### src/rtl/ones_frame_accum.sv
// Frame accumulator for per-byte ones counts: sums in_num over a frame closed by in_last
// and presents total, beat count and sticky flags on a valid/ready port.
// Optional threshold compare is enabled by defining ONES_FRAME_ACCUM_THRESH_EN.
module ones_frame_accum #(
    parameter int TOTAL_W = 16,
    parameter int BEAT_W  = 12
) (
    input  logic               clk,
    input  logic               rst_n,
    input  logic               in_valid,
    output logic               in_ready,
    input  logic [3:0]         in_num,
    input  logic               in_last,
    output logic               out_valid,
    input  logic               out_ready,
    output logic [TOTAL_W-1:0] out_total,
    output logic [BEAT_W-1:0]  out_beats,
    output logic               out_sat,
`ifdef ONES_FRAME_ACCUM_THRESH_EN
    output logic               out_err,
    input  logic [TOTAL_W-1:0] thresh,
    output logic               out_over
`else
    output logic               out_err
`endif
);

    typedef enum logic [1:0] {
        IDLE  = 2'd0,
        ACCUM = 2'd1,
        HOLD  = 2'd2
    } state_t;

    localparam logic [TOTAL_W:0] TOTAL_ONES = {1'b0, {TOTAL_W{1'b1}}};
    localparam logic [BEAT_W:0]  BEAT_ONES  = {1'b0, {BEAT_W{1'b1}}};

    state_t               r_state;
    logic                 r_out_valid;
    logic [TOTAL_W-1:0]   r_total;
    logic [BEAT_W-1:0]    r_beats;
    logic                 r_sat;
    logic                 r_err;

    logic                 w_accept;
    logic                 w_deliver;
    logic                 w_fresh;
    logic                 w_bad_num;
    logic [3:0]           w_eff;
    logic [TOTAL_W-1:0]   w_base_total;
    logic [BEAT_W-1:0]    w_base_beats;
    logic                 w_base_sat;
    logic                 w_base_err;
    logic [TOTAL_W:0]     w_sum_total;
    logic [BEAT_W:0]      w_sum_beats;
    logic                 w_total_sat;
    logic                 w_beats_sat;
    logic [TOTAL_W-1:0]   w_next_total;
    logic [BEAT_W-1:0]    w_next_beats;
    logic                 w_next_sat;
    logic                 w_next_err;

    assign in_ready  = (r_state != HOLD) | out_ready;
    assign w_accept  = in_valid & in_ready;
    assign w_deliver = r_out_valid & out_ready;

    // A beat accepted outside ACCUM starts a new frame: in HOLD it can only be accepted
    // alongside delivery, so the held result must not be folded into the new one.
    assign w_fresh      = (r_state != ACCUM);
    assign w_base_total = w_fresh ? '0 : r_total;
    assign w_base_beats = w_fresh ? '0 : r_beats;
    assign w_base_sat   = w_fresh ? 1'b0 : r_sat;
    assign w_base_err   = w_fresh ? 1'b0 : r_err;

    assign w_bad_num = (in_num > 4'd8);
    assign w_eff     = w_bad_num ? 4'd8 : in_num;

    assign w_sum_total = {1'b0, w_base_total} + {{(TOTAL_W-3){1'b0}}, w_eff};
    assign w_sum_beats = {1'b0, w_base_beats} + {{BEAT_W{1'b0}}, 1'b1};

    // Reaching all-ones counts as saturation; anything beyond clamps there.
    assign w_total_sat  = (w_sum_total >= TOTAL_ONES);
    assign w_beats_sat  = (w_sum_beats >= BEAT_ONES);
    assign w_next_total = w_total_sat ? {TOTAL_W{1'b1}} : w_sum_total[TOTAL_W-1:0];
    assign w_next_beats = w_beats_sat ? {BEAT_W{1'b1}} : w_sum_beats[BEAT_W-1:0];
    assign w_next_sat   = w_base_sat | w_total_sat | w_beats_sat;
    assign w_next_err   = w_base_err | w_bad_num;

    always_ff @(posedge clk) begin
        if (!rst_n) begin
            r_state     <= IDLE;
            r_out_valid <= 1'b0;
            r_total     <= '0;
            r_beats     <= '0;
            r_sat       <= 1'b0;
            r_err       <= 1'b0;
        end else if (w_accept) begin
            r_total     <= w_next_total;
            r_beats     <= w_next_beats;
            r_sat       <= w_next_sat;
            r_err       <= w_next_err;
            r_state     <= in_last ? HOLD : ACCUM;
            r_out_valid <= in_last;
        end else if ((r_state == HOLD) && w_deliver) begin
            r_state     <= IDLE;
            r_out_valid <= 1'b0;
            r_total     <= '0;
            r_beats     <= '0;
            r_sat       <= 1'b0;
            r_err       <= 1'b0;
        end
    end

`ifdef ONES_FRAME_ACCUM_THRESH_EN
    logic r_over;

    // Compared against the final total so the flag lands in HOLD with the result.
    always_ff @(posedge clk) begin
        if (!rst_n) begin
            r_over <= 1'b0;
        end else if (w_accept) begin
            r_over <= in_last & (w_next_total >= thresh);
        end else if ((r_state == HOLD) && w_deliver) begin
            r_over <= 1'b0;
        end
    end

    assign out_over = r_over;
`endif

    assign out_valid = r_out_valid;
    assign out_total = r_total;
    assign out_beats = r_beats;
    assign out_sat   = r_sat;
    assign out_err   = r_err;

endmodule

### config.mk
export PLATFORM = sky130hd
export DESIGN_NAME = ones_frame_accum
export DESIGN_NICKNAME = d
export VERILOG_FILES = /design/src/rtl/ones_frame_accum.sv
export SDC_FILE = /design/constraint.sdc
export NUM_CORES = 1
export LEC_CHECK = 0
export CAP_MARGIN = 5
export CELL_PAD_IN_SITES_DETAIL_PLACEMENT = 0
export CELL_PAD_IN_SITES_GLOBAL_PLACEMENT = 1
export CORE_ASPECT_RATIO = 0.7
export CORE_MARGIN = 2
export CORE_UTILIZATION = 35
export CTS_CLUSTER_SIZE = 30
export DETAILED_ROUTE_END_ITERATION = 7
export GPL_TIMING_DRIVEN = 0
export PLACE_DENSITY_LB_ADDON = 0.1
export SLEW_MARGIN = 20
export SYNTH_ARGS = -nofsm -noshare
export SYNTH_HDL_FRONTEND = slang
export SYNTH_SLANG_ARGS = --single-unit
### constraint.sdc
create_clock -name clk -period 3.5 [get_ports clk]
set_input_delay 0.7 -clock clk [delete_from_list [all_inputs] [get_ports clk]]
set_output_delay 0.7 -clock clk [all_outputs]
set_load 0.02 [all_outputs]
## Word-level counts from Yosys, hierarchy flattened

Index checks and enable logic that the tools add are counted.

| operators by class | value |
|---|---|
| bitwise gates (word level) | 6 |
| mux-type cells | 18 |
| add/subtract/negate cells | 2 |
| $lt $le $gt $ge | 3 |
| eq/ne operators | 3 |
| reductions and logical operators | 2 |

Operators by type and width:

| cell | number |
|---|---|
| $mux W16 | 4 |
| $mux W12 | 4 |
| $add A16 B4 Y17 | 1 |
| $ge A17 B16 Y1 const B | 1 |
| $add A12 B1 Y13 const B | 1 |
| $ge A13 B12 Y1 const B | 1 |
| $mux W1 | 6 |
| $mux W2 | 3 |
| $gt A4 B4 Y1 const B | 1 |
| $mux W4 | 1 |
| $or A1 B1 Y1 | 4 |
| $and A1 B1 Y1 | 2 |
| $eq A2 B2 Y1 const B | 1 |
| $ne A2 B1 Y1 const B | 1 |
| $ne A2 B2 Y1 const B | 1 |
| $reduce_bool A2 Y1 | 1 |
| $logic_and A1 B1 Y1 | 1 |

| storage, ports and cells | value |
|---|---|
| word-level logic and storage cells | 40 |
| register bits | 33 |
| input bits | 9 |

## Depth between registers and ports, before layout

| depth | value |
|---|---|
| depth after elaboration | 7 |
| gate-level depth with buffers | 17 |
| depth with buffers taken out | 12 |

## Worst setup path before layout

No wires, ideal clock.

| timing path | value |
|---|---|
| path kind | register -> register |
| from | register r_state[0] |
| to | register r_sat, in the netlist out_sat |
| arrival time | 3.383 ns |
| path buffers | 5 |
| path slack | 0.046 ns |
| period minus slack after synthesis | 3.454 ns |
| library setup time | 0.072 ns |
| required time | 3.428 ns |
| cell stages (with the launch flop) | 18 |
| path through | dfxtp_1 buf_4 nor2b_1 buf_2 clkbuf_1 clkbuf_1 and2_1 ha_1 inv_1 fa_1 and2b_1 o21ai_1 and2_1 clkbuf_1 nor3_2 o2111ai_1 nor4_1 a2bb2oi_1 |

| on the way | value |
|---|---|
| cells in the longest elaborated chain, start to end | 7 |

RTL lines:

| item | line | source |
|---|---|---|
| start, declared | 37 | `state_t r_state;` |
| start signal, assigned | 101 | `r_state <= in_last ? HOLD : ACCUM;` |
| $ne A2 B1 Y1 | 68 | `assign w_fresh = (r_state != ACCUM);` |
| $mux W16 | 69 | `assign w_base_total = w_fresh ? '0 : r_total;` |
| $add A16 B4 Y17 | 77 | `assign w_sum_total = {1'b0, w_base_total} + {{(TOTAL_W-3){1'b0}}, w_eff};` |
| $ge A17 B16 Y1 | 81 | `assign w_total_sat = (w_sum_total >= TOTAL_ONES);` |
| $or A1 B1 Y1 (2 in a row) | 85 | `assign w_next_sat = w_base_sat \| w_total_sat \| w_beats_sat;` |
| $mux W1 | 96 | `end else if (w_accept) begin` |
| end signal, assigned | 99 | `r_sat <= w_next_sat;` |
| end, declared | 41 | `logic r_sat;` |

Several ways; a longest one is shown, not always the timed one.
A chain may end at the register's enable or synchronous reset.

## Worst setup path after layout

Ends and elaborated chain as after synthesis.

==> results.ini <==
[pwr]
powerDensity_nw_per_um2 = 281
vdd_drop_max_v = 0.000184
leakagePower_uw = 0.00120

[global_routing]
grt_pass1_vias = 2271
antenna_found_initial = 0
overflow = 0
grt_start_max_net_pins = 11
grt_pass1_wl_um = 12300
groute.usage.overall_pct = 21.9

[layout]
utilization_pct = 46.3
diodes = 0
area_growth_pct = 30.1
fin_nets = 377
drive_above_1_share_pct = 11.0
final_common_cell = nand2_1
final_cells = 456
layout_common_cells = nand2_1, clkdlybuf4s50_1, dfxtp_1, a21oi_1, o21ai_1

[synthesis]
synth_area_leaders = dfxtp_1, nand2_1, a21oi_1
syn-instance-count = 314
ys_warn_count = 0
yosys.area_share.simple_pct = 32.3
synth-compound-area-share_pct = 26.2
synth_fa_ha_area_share_pct = 4.01
ys_types = 59
async_flop_share_pct = 0
synth_top_area_share_pct = 27.0
synth_top_flop_cell = dfxtp_1
synth-seq-cells = 32
synth_top_area_cell = dfxtp_1
synth_top_family_by_area = simple AND/OR/NAND/NOR gates
synth-edff-count = 0
yosysSeqAreaShare_pct = 27.0
synth_mux_area_share_pct = 1.32
synth-xor-area-share_pct = 4.06
syn_nets = 330
netlist_area_sq_um = 2370
syn_avg_cell_area_sq_um = 7.56

[timing]
slew_violations = 0
relSlewSlack_pct = 29.6
fin_setup_tns_ns = 0
finClkSkew_ns = 0.0139
min_period_over_period_pct = 95.9
setup_viol_count_final = 0
rsz0062_at_grt = false
worst_hold_slack_ns = 0.448
finalCriticalPeriod_ns = 3.36
hold_violations = 0
worstMarginPinSlew_ns = 1.04
max_freq_mhz = 298

[placed_design]
port-buffer-count = 40
gp_congestion = 0.843
dp_hpwl_um = 5800
dp_cells = 448

[drt]
drt_first_iter_violations = 143
ant_nets = 0
wl_per_cell_um = 17.4
drc_errors = 0
finalWirelength_um = 7940
vias = 2531
via_per_inst = 5.55
drtPass1Iterations = 5

[setup_path]
cp_common_cell = buf_4
crit_cells = 16
crit_family = simple AND/OR/NAND/NOR gates
max_stage_delay_ns = 0.39
path_max_fanout = 10
crit_slowest_cell = fa_1
reg2reg_depth = 16
required_ns = 3.73
critical_path_buf_inv_count = 5
cp-end-kind = flip-flop
cp-start-kind = flip-flop
path_cells = buf_4 -> nor2b_1 -> buf_4 -> clkbuf_8 -> buf_8 -> and2_1 -> ha_1 -> inv_1 -> fa_1 -> and2b_1 -> o21ai_2 -> a2111oi_4 -> xnor2_1 -> nand2b_4 -> nor4_4 -> a2bb2oi_1
critical_path_class = reg2reg
critPathArrivalTime_ns = 3.59

[outcome]
outcome = finished, final reports clean

[floorplanning]
die_area_sq_um = 7460
initial_core_util_pct = 35.6
ios = 41
fp.dieW_um = 102
die_h_um = 72.9
core_area_sq_um = 6660
rows = 25

[clock_tree]
cts.clk_slew.worst_paths_ns = 0.08
cts_tree = done
cts-root-buf = clkbuf_8
clock_path_buffers = 2
clock_latency_ns = 0.29
cts_num_sinks = 32
cts.htree.levels = 2
cts_buffers = 5

[flow_run]
drv_cap = 0

[min_path]
min_path_cells = 2
min_path_type = reg2reg

-- metal layers --
| metal | wire length [um] | vias to the layer above | global-route usage [%] |
|---|---|---|---|
| met5 | 0 | - | 0 |
| met4 | 57 | 0 | 3.56 |
| met3 | 479 | 7 | 3.64 |
| met2 | 3230 | 88 | 31.4 |
| met1 | 4170 | 1209 | 34.5 |
| li1 | - | 1227 | - |
-- worst reg2reg max path, delay by kind of cell, from the launching register on --
kind                     cells  cell delay [ns]
adder cells (fa/ha/maj)      2             0.55
AO/OA/AOI/OAI                3             0.65
XOR/XNOR                     1             0.17
AND/OR/NAND/NOR              5             0.95
buffers and inverters        5             0.66
flip-flops                   1             0.31
-- layout make-up --
type / count / area [sq um]
repair buffers: 41 / 408
fillers: 704 / 3580
clock inverters: 2 / 35.0
multi-input cells: 254 / 1670
clock buffers: 6 / 72.6
inverters: 11 / 41.3
well taps: 94 / 118
flip-flops and latches: 32 / 641
plain buffers: 16 / 101
-- path summary, 6_finish.rpt --
check                     from            to  slack [ns]
setup reg to reg    r_state[0]       out_sat        0.14
setup / recovery    r_state[0]       out_sat        0.14
hold reg to reg   out_total[3]  out_total[3]        0.45
hold / removal    out_total[3]  out_total[3]        0.45
-- per-stage QoR --
step / cell area (sq um) / setup slack, ns / power [uW]
CTS: 3030 / 0.00392 / 869
floorplan: 2370 / 0.0457 / 455
detailed placement: 2890 / -0.870 / 505
global route: 3090 / 0.0110 / 901
finish: 3090 / 0.142 / 868
global placement: 2890 / -0.883 / 505
-- registers in the layout, indices dropped and copies added, names as in the netlist --
| register | count |
|---|---|
| out_beats | 12 |
| out_err | 1 |
| out_sat | 1 |
| out_total | 16 |
| r_state | 2 |
-- power breakdown --
group	internal (uW)	total, uW	leakage, uW	switching, uW
Combinational	50.4	129	0.000884	79.1
Clock	211	362	0.0000552	151
Sequential	370	376	0.000259	6.09
Total	632	868	0.00120	236
-- kinds of logic after synthesis --
family / Yosys count
xor+xnor: 11
simple gates: 138
fa+ha+maj: 7
compound gates: 95
mux: 3
flops: 32
buf+inv: 28
-- Yosys cell counts, drive strengths merged, types with 2 or more instances --
master / count
nand2: 47
dfxtp: 32
o21ai: 30
a21oi: 25
nor2: 16
nor4: 13
and2: 11
inv: 11
a21boi: 9
clkbuf: 9
nand3: 9
buf: 8
a21o: 7
nor2b: 7
ha: 6
nand4: 6
nor3: 6
xnor2: 6
a31oi: 5
nand2b: 5
xor2: 5
and3: 3
o211a: 3
or3: 3
a211oi: 2
a22o: 2
a41o: 2
and4: 2
mux2i: 2
nand3b: 2
nor3b: 2
o211ai: 2
or2: 2
-- timing repair --
action | in CTS | in global routing
setup endpoints to repair | 27 | 11
buffers inserted | 0 | 1
gates cloned | 0 | 0
hold buffers | 0 | 0
pin swaps | 3 | 3
gates resized for setup | 10 | 9
No activity file was read; power rests on OpenSTA's default activity.
